==> config.mk <==
export PLATFORM = sky130hd
export DESIGN_NAME = stonyman_ctrl
export DESIGN_NICKNAME = d
export VERILOG_FILES = /design/src/rtl/stonyman_ctrl.sv
export SDC_FILE = /design/constraint.sdc
export NUM_CORES = 1
export LEC_CHECK = 0
export CAP_MARGIN = 10
export CORE_MARGIN = 2
export CORE_UTILIZATION = 35
export DETAILED_ROUTE_END_ITERATION = 8
export SLEW_MARGIN = 10
export SYNTH_ARGS = -nofsm -noshare
export SYNTH_HDL_FRONTEND = slang
export SYNTH_SLANG_ARGS = --single-unit
==> constraint.sdc <==
create_clock -name clk -period 5.7 [get_ports clk]
set_input_delay 1.425 -clock clk [delete_from_list [all_inputs] [get_ports clk]]
set_output_delay 1.425 -clock clk [all_outputs]
set_load 0.01 [all_outputs]
==> src/rtl/stonyman_ctrl.sv <==
// Stonyman imager sequencer: programs chip registers 2..7 via resp/incp/resv/incv
// pulse trains, then scans the frame with an ADC start/done handshake per pixel.
// Optional STONYMAN_INPHI_EN: one inphi pulse before every pixel sample.
module stonyman_ctrl #(
   parameter int ROWS          = 112,
   parameter int COLS          = 112,
   parameter int PULSE_CYCLES  = 1,
   parameter int SETTLE_CYCLES = 1
) (
   input  logic       clk,
   input  logic       reset,
   input  logic       frame_capture_start,
   input  logic       adc_capture_done,
   input  logic [7:0] vsw_value,
   input  logic [7:0] hsw_value,
   input  logic [5:0] vref_value,
   input  logic [5:0] config_value,
   input  logic [5:0] nbias_value,
   input  logic [5:0] aobias_value,
   input  logic       capture_pixel,
   output logic       frame_capture_done,
   output logic       adc_capture_start,
   output logic       resp,
   output logic       incp,
   output logic       resv,
   output logic       incv,
   output logic       inphi,
   output logic [6:0] pixel_row,
   output logic [6:0] pixel_col
);

   typedef enum logic [3:0] {
      S_INIT, S_REGW, S_IDLE, S_SCAN, S_ROW, S_SETTLE,
      S_SAMPLE, S_WAIT_ADC, S_COL_NEXT, S_ROW_END
   } state_t;
   typedef enum logic [1:0] {PH_RISE, PH_HI, PH_LO} ph_t;

   localparam logic [4:0]  M_RESP   = 5'b00001;
   localparam logic [4:0]  M_INCP   = 5'b00010;
   localparam logic [4:0]  M_RESV   = 5'b00100;
   localparam logic [4:0]  M_INCV   = 5'b01000;
`ifdef STONYMAN_INPHI_EN
   localparam logic [4:0]  M_INPHI  = 5'b10000;
`endif
   localparam logic [15:0] P_LAST   = 16'(PULSE_CYCLES - 1);
   localparam logic [15:0] S_LAST   = 16'(SETTLE_CYCLES - 1);
   localparam logic [6:0]  COL_LAST = 7'(COLS - 1);
   localparam logic [6:0]  ROW_LAST = 7'(ROWS - 1);

   state_t      state;
   ph_t         ph;
   logic [2:0]  sub, reg_idx;
   logic [15:0] tmr, wcnt;
   logic [4:0]  tr_mask, pins;
   logic [7:0]  tr_cnt, cur_val;
   logic        scan_pend;
   logic [6:0]  row, col;
   logic [7:0]  vsw_q, hsw_q;
   logic [5:0]  vref_q, config_q, nbias_q, aobias_q;

   assign {inphi, incv, resv, incp, resp} = pins;

   always_comb begin
      cur_val = 8'd0;
      case (reg_idx)
         3'd2: cur_val = vsw_q;
         3'd3: cur_val = hsw_q;
         3'd4: cur_val = {2'b00, vref_q};
         3'd5: cur_val = {2'b00, config_q};
         3'd6: cur_val = {2'b00, nbias_q};
         3'd7: cur_val = {2'b00, aobias_q};
         default: cur_val = 8'd0;
      endcase
   end

   // tr_cnt != 0 means a pulse train owns the pins; the main FSM stalls until it drains.
   always_ff @(posedge clk) begin
      if (!reset) begin
         state <= S_INIT;  ph <= PH_RISE;  sub <= '0;  reg_idx <= 3'd2;
         tmr <= '0;  wcnt <= '0;  tr_mask <= '0;  tr_cnt <= '0;  pins <= '0;
         scan_pend <= 1'b0;  row <= '0;  col <= '0;
         pixel_row <= '0;  pixel_col <= '0;
         adc_capture_start <= 1'b0;  frame_capture_done <= 1'b0;
      end else begin
         adc_capture_start  <= 1'b0;
         frame_capture_done <= 1'b0;
         if (tr_cnt != 8'd0) begin
            case (ph)
               PH_RISE: begin pins <= tr_mask; tmr <= P_LAST; ph <= PH_HI; end
               PH_HI:
                  if (tmr != 16'd0) tmr <= tmr - 16'd1;
                  else begin pins <= '0; tmr <= P_LAST; ph <= PH_LO; end
               PH_LO:
                  if (tmr != 16'd0) tmr <= tmr - 16'd1;
                  else if (tr_cnt == 8'd1) begin tr_cnt <= 8'd0; ph <= PH_RISE; end
                  else begin
                     tr_cnt <= tr_cnt - 8'd1; pins <= tr_mask; tmr <= P_LAST; ph <= PH_HI;
                  end
               default: ph <= PH_RISE;
            endcase
         end else begin
            if (state == S_INIT || (state == S_IDLE && frame_capture_start)) begin
               vsw_q <= vsw_value;  hsw_q <= hsw_value;  vref_q <= vref_value;
               config_q <= config_value;  nbias_q <= nbias_value;  aobias_q <= aobias_value;
               reg_idx <= 3'd2;  sub <= '0;
               scan_pend <= (state == S_IDLE);
               state <= S_REGW;
            end else begin
               case (state)
                  S_REGW:
                     case (sub)
                        3'd0: begin tr_mask <= M_RESP; tr_cnt <= 8'd1; sub <= 3'd1; end
                        3'd1: begin tr_mask <= M_INCP; tr_cnt <= {5'd0, reg_idx}; sub <= 3'd2; end
                        3'd2: begin tr_mask <= M_RESV; tr_cnt <= 8'd1; sub <= 3'd3; end
                        3'd3: begin tr_mask <= M_INCV; tr_cnt <= cur_val; sub <= 3'd4; end
                        default: begin
                           sub <= '0;
                           if (reg_idx == 3'd7) state <= scan_pend ? S_SCAN : S_IDLE;
                           else reg_idx <= reg_idx + 3'd1;
                        end
                     endcase
                  S_SCAN:
                     case (sub)
                        3'd0: begin tr_mask <= M_RESP; tr_cnt <= 8'd1; sub <= 3'd1; end
                        3'd1: begin tr_mask <= M_INCP; tr_cnt <= 8'd1; sub <= 3'd2; end
                        3'd2: begin tr_mask <= M_RESV; tr_cnt <= 8'd1; sub <= 3'd3; end
                        default: begin row <= '0; sub <= '0; state <= S_ROW; end
                     endcase
                  S_ROW:
                     case (sub)
                        3'd0: begin tr_mask <= M_RESP; tr_cnt <= 8'd1; sub <= 3'd1; end
                        3'd1: begin tr_mask <= M_RESV; tr_cnt <= 8'd1; sub <= 3'd2; end
                        default: begin col <= '0; sub <= '0; wcnt <= S_LAST; state <= S_SETTLE; end
                     endcase
                  S_SETTLE:
                     if (wcnt != 16'd0) wcnt <= wcnt - 16'd1;
                     else begin
`ifdef STONYMAN_INPHI_EN
                        tr_mask <= M_INPHI;  tr_cnt <= 8'd1;
`endif
                        state <= S_SAMPLE;
                     end
                  S_SAMPLE:
                     if (capture_pixel) begin
                        pixel_row <= row;  pixel_col <= col;
                        adc_capture_start <= 1'b1;
                        state <= S_WAIT_ADC;
                     end else state <= S_COL_NEXT;
                  S_WAIT_ADC:
                     if (adc_capture_done) state <= S_COL_NEXT;
                  S_COL_NEXT:
                     if (col != COL_LAST) begin
                        tr_mask <= M_INCV;  tr_cnt <= 8'd1;
                        col <= col + 7'd1;  wcnt <= S_LAST;  state <= S_SETTLE;
                     end else begin sub <= '0; state <= S_ROW_END; end
                  S_ROW_END:
                     if (row == ROW_LAST) begin
                        frame_capture_done <= 1'b1;  state <= S_IDLE;
                     end else
                        case (sub)
                           3'd0: begin tr_mask <= M_RESP; tr_cnt <= 8'd1; sub <= 3'd1; end
                           3'd1: begin tr_mask <= M_INCP; tr_cnt <= 8'd1; sub <= 3'd2; end
                           3'd2: begin tr_mask <= M_INCV; tr_cnt <= 8'd1; sub <= 3'd3; end
                           default: begin row <= row + 7'd1; sub <= '0; state <= S_ROW; end
                        endcase
                  default: ;
               endcase
            end
         end
      end
   end

endmodule

==> impl_metrics.env <==
export IMPL_status="finished clean"
export IMPL_worst_slew_pin_slew_ns=0.964
export IMPL_finClkSkew_ns=0.0139
export IMPL_p_sw_share_pct=43.6
export IMPL_hp_class="reg -> reg"
export IMPL_synth_area_sq_um=6600
export IMPL_max_slew_margin_pct=35.3
export IMPL_dieWidth_microns=141
export IMPL_setup_ws_ns=1.95
export IMPL_cts_repair_resized=0
export IMPL_seq_area_frac_synth_pct=45.8
export IMPL_worst_hold_slack_ns=0.451
export IMPL_seq_area_sq_um=3020
export IMPL_final_nets=806
export IMPL_wl_per_cell_microns=15.2
export IMPL_p_switching_mw=2.16
export IMPL_end_kind="flop"
export IMPL_setup_viol=0
export IMPL_worstSkewPairLatency_ns=0.43
export IMPL_hpwl_microns=10100
export IMPL_cts_root_buffer="clkbuf_16"
export IMPL_drv_cap=0
export IMPL_vdd_drop_max_uv=309
export IMPL_finalSetupTns_ns=0
export IMPL_core_sq_um=18600
export IMPL_final_cell_mix="94 x nor2_1, 91 x dfxtp_1, 64 x clkdlybuf4s50_1"
export IMPL_synth_seq_cells=131
export IMPL_numCtsBuffers=17
export IMPL_clockBufferDepth=2
export IMPL_cts_tree="yes"
export IMPL_start_kind="input port"
export IMPL_fin_crit_ns=3.75
export IMPL_path_buf_inv=2
export IMPL_crit_path_top_delay_cell="nor2_4"
export IMPL_arrival_ns=3.87
export IMPL_synth_async_reset_ratio_pct=0
export IMPL_syn_to_final_growth_pct=20.8
export IMPL_p_seq_share_pct=30.1
export IMPL_syn_area_per_cell_sq_um=9.52
export IMPL_hold_viol_final=0
export IMPL_critPathKind="in -> reg"
export IMPL_period_share_pct=65.8
export IMPL_ant_nets=0
export IMPL_rows=50
export IMPL_p_int_mw=2.79
export IMPL_synth_cell_type_count=77
export IMPL_synth_flop_cell="dfxtp_1"
export IMPL_pre_cts_ws_ns=1.45
export IMPL_p_leak_nw=2.95
export IMPL_max_stage_delay_ns=0.61
export IMPL_path_cells="clkdlybuf4s50_1, nor2b_1, nor3_2, nand2_1, nor2_4, buf_4"
export IMPL_antenna_found_initial=0
export IMPL_drt_first_pass_iters=5
export IMPL_drc=0
export IMPL_fmax_mhz=267
export IMPL_mostFrequentLayoutCell="nor2_1"
export IMPL_io_pins=66
export IMPL_multi_input_comb_area_sq_um=3320
export IMPL_h_tree_depth=4
export IMPL_clkPwrFrac_pct=21.9
export IMPL_synth_edf_count=40
export IMPL_die_area_sq_um=20000
export IMPL_n_fill_cell=1800
export IMPL_grt_max_degree=48
export IMPL_grt_overflow_total=0
export IMPL_cts_hold_buf=0
export IMPL_viasPerCell=5.33
export IMPL_start_util_pct=35.5
export IMPL_grt_pass1_wl_microns=25400
export IMPL_routed_wl_microns=15000
export IMPL_yosysWarnings=0
export IMPL_track_usage_pct=15.7
export IMPL_synthCells=693
export IMPL_drive_gt1_share_pct=8.21
export IMPL_clk_pin_slew_ns=0.06
export IMPL_cts_sinks=131
export IMPL_p_per_area_nw_per_um2=622
export IMPL_place_gp_congestion=0.823
export IMPL_first_iter_violations=284
export IMPL_cts_setup_buffers=0
export IMPL_via_count=5268
export IMPL_finalMaxSlewViolations=0
export IMPL_die_h_microns=141
export IMPL_cp_required_ns=5.82
export IMPL_grt_pass1_vias=4980
export IMPL_crit_family="simple AND/OR/NAND/NOR gates"
export IMPL_syn_num_nets=757
export IMPL_rsz0062_at_grt="no"
export IMPL_antenna_cells=0
export IMPL_worstPathMaxFanout=25
export IMPL_numPortBuffers=64
export IMPL_combPwrFrac_pct=47.9
[power by group through the flow]
| stage | Clock (mW) | Sequential (mW) | Combinational [mW] |
|---|---|---|---|
| floorplan | 0 | 1.42 | 2.02 |
| global placement | 0 | 1.51 | 2.34 |
| detailed placement | 0 | 1.51 | 2.36 |
| CTS | 1.11 | 1.49 | 2.38 |
| global route | 1.15 | 1.54 | 2.69 |
| finish | 1.09 | 1.49 | 2.37 |
[area by class of cell]
cell class,instances,area share (%)
clock buffer,17,5.34
clock inverter,15,2.01
timing repair buffer,68,8.42
multi-input combinational,505,41.7
tap,234,3.67
sequential,131,37.9
inverter,19,0.895
[through the flow]
step / power (mW) / std cells / area (sq um) / util (%)
2_1_floorplan: 3.44 / 693 / 6600 / -
3_3_place_gp: 3.85 / 957 / 7380 / 39.7
3_5_place_dp: 3.88 / 957 / 7380 / 39.7
4_1_cts: 4.98 / 989 / 7970 / 42.9
5_1_grt: 5.38 / 989 / 7970 / 42.9
6_report: 4.95 / 989 / 7970 / 42.9
[worst min-delay path, stage by stage, from the launching register on]
cell and delay [ns]:
dfxtp_1 0.30, nand2_1 0.05, a21oi_1 0.05
[synth_stat cells, types with 3 or more instances]
master	count	area (sq um)
a211oi_1	8	60.1
inv_1	19	71.3
mux2i_1	20	200
edfxtp_1	40	1200
nand4_1	7	43.8
a221o_1	5	50.1
clkbuf_1	24	90.1
o211ai_1	3	22.5
nor2_1	95	357
or3_1	9	56.3
and3_1	5	31.3
a21o_1	4	30.0
nand2_1	29	109
xnor2_1	18	158
nor4_1	13	81.3
a31oi_1	7	43.8
nor4b_1	4	35.0
o31ai_1	5	37.5
nor3_2	3	30.0
nand3b_1	5	37.5
dfxtp_1	91	1820
buf_2	8	40.0
ha_1	19	238
nand2b_1	11	68.8
nor3b_1	4	30.0
o21a_1	7	52.6
a222oi_1	5	50.1
xor2_1	18	158
nor3_1	25	125
or4_1	7	52.6
nand3_1	26	130
buf_6	4	45.0
a21oi_1	39	195
and2_1	3	18.8
nor2b_1	16	100
o221ai_1	3	26.3
o211a_1	3	30.0
o21ai_0	26	130
mux2_2	3	33.8
[path summary, 6_finish.rpt]
| path | startpoint | endpoint | slack, ns | cells after the start |
|---|---|---|---|---|
| worst max-delay path | frame_capture_start | aobias_q[0] | 1.95 | 6 |
| worst min-delay path | tr_mask[2] | tr_mask[2] | 0.45 | 2 |
| worst max register to register | state[0] | aobias_q[0] | 2.56 | 5 |
| worst min register to register | tr_mask[2] | tr_mask[2] | 0.45 | 2 |
[flip-flops by register name, summed over array words and instances, names as in the netlist]
signal and cells:
hsw_q 8, tmr 16, vsw_q 8, scan_pend 1
ph 2, vref_q 6, pins 4, frame_capture_done 1
nbias_q 6, aobias_q 6, pixel_col 7, row 7
reg_idx 3, sub 3, tr_cnt 8, wcnt 16
config_q 6, tr_mask 4, col 7, adc_capture_start 1
state 4, pixel_row 7
[routing by layer]
layer  vias up  wire length [microns]  track usage, %
li1       2646                      -               -
met1      2466                   7350            22.8
met2       144                   6720            23.1
met3        12                    731            3.41
met4         0                    185            5.37
met5         -                      0               0
[cells by family after synthesis]
kind of cell	after synthesis	synth area share (%)
adder cells (fa/ha/maj)	19	3.60
XOR/XNOR	36	4.78
other	1	0.0568
AO/OA/AOI/OAI	149	16.2
AND/OR/NAND/NOR	277	22.1
buffers and inverters	57	3.91
flip-flops	131	45.8
multiplexers	23	3.55
Note: power is estimated with default switching activity, not from simulation.
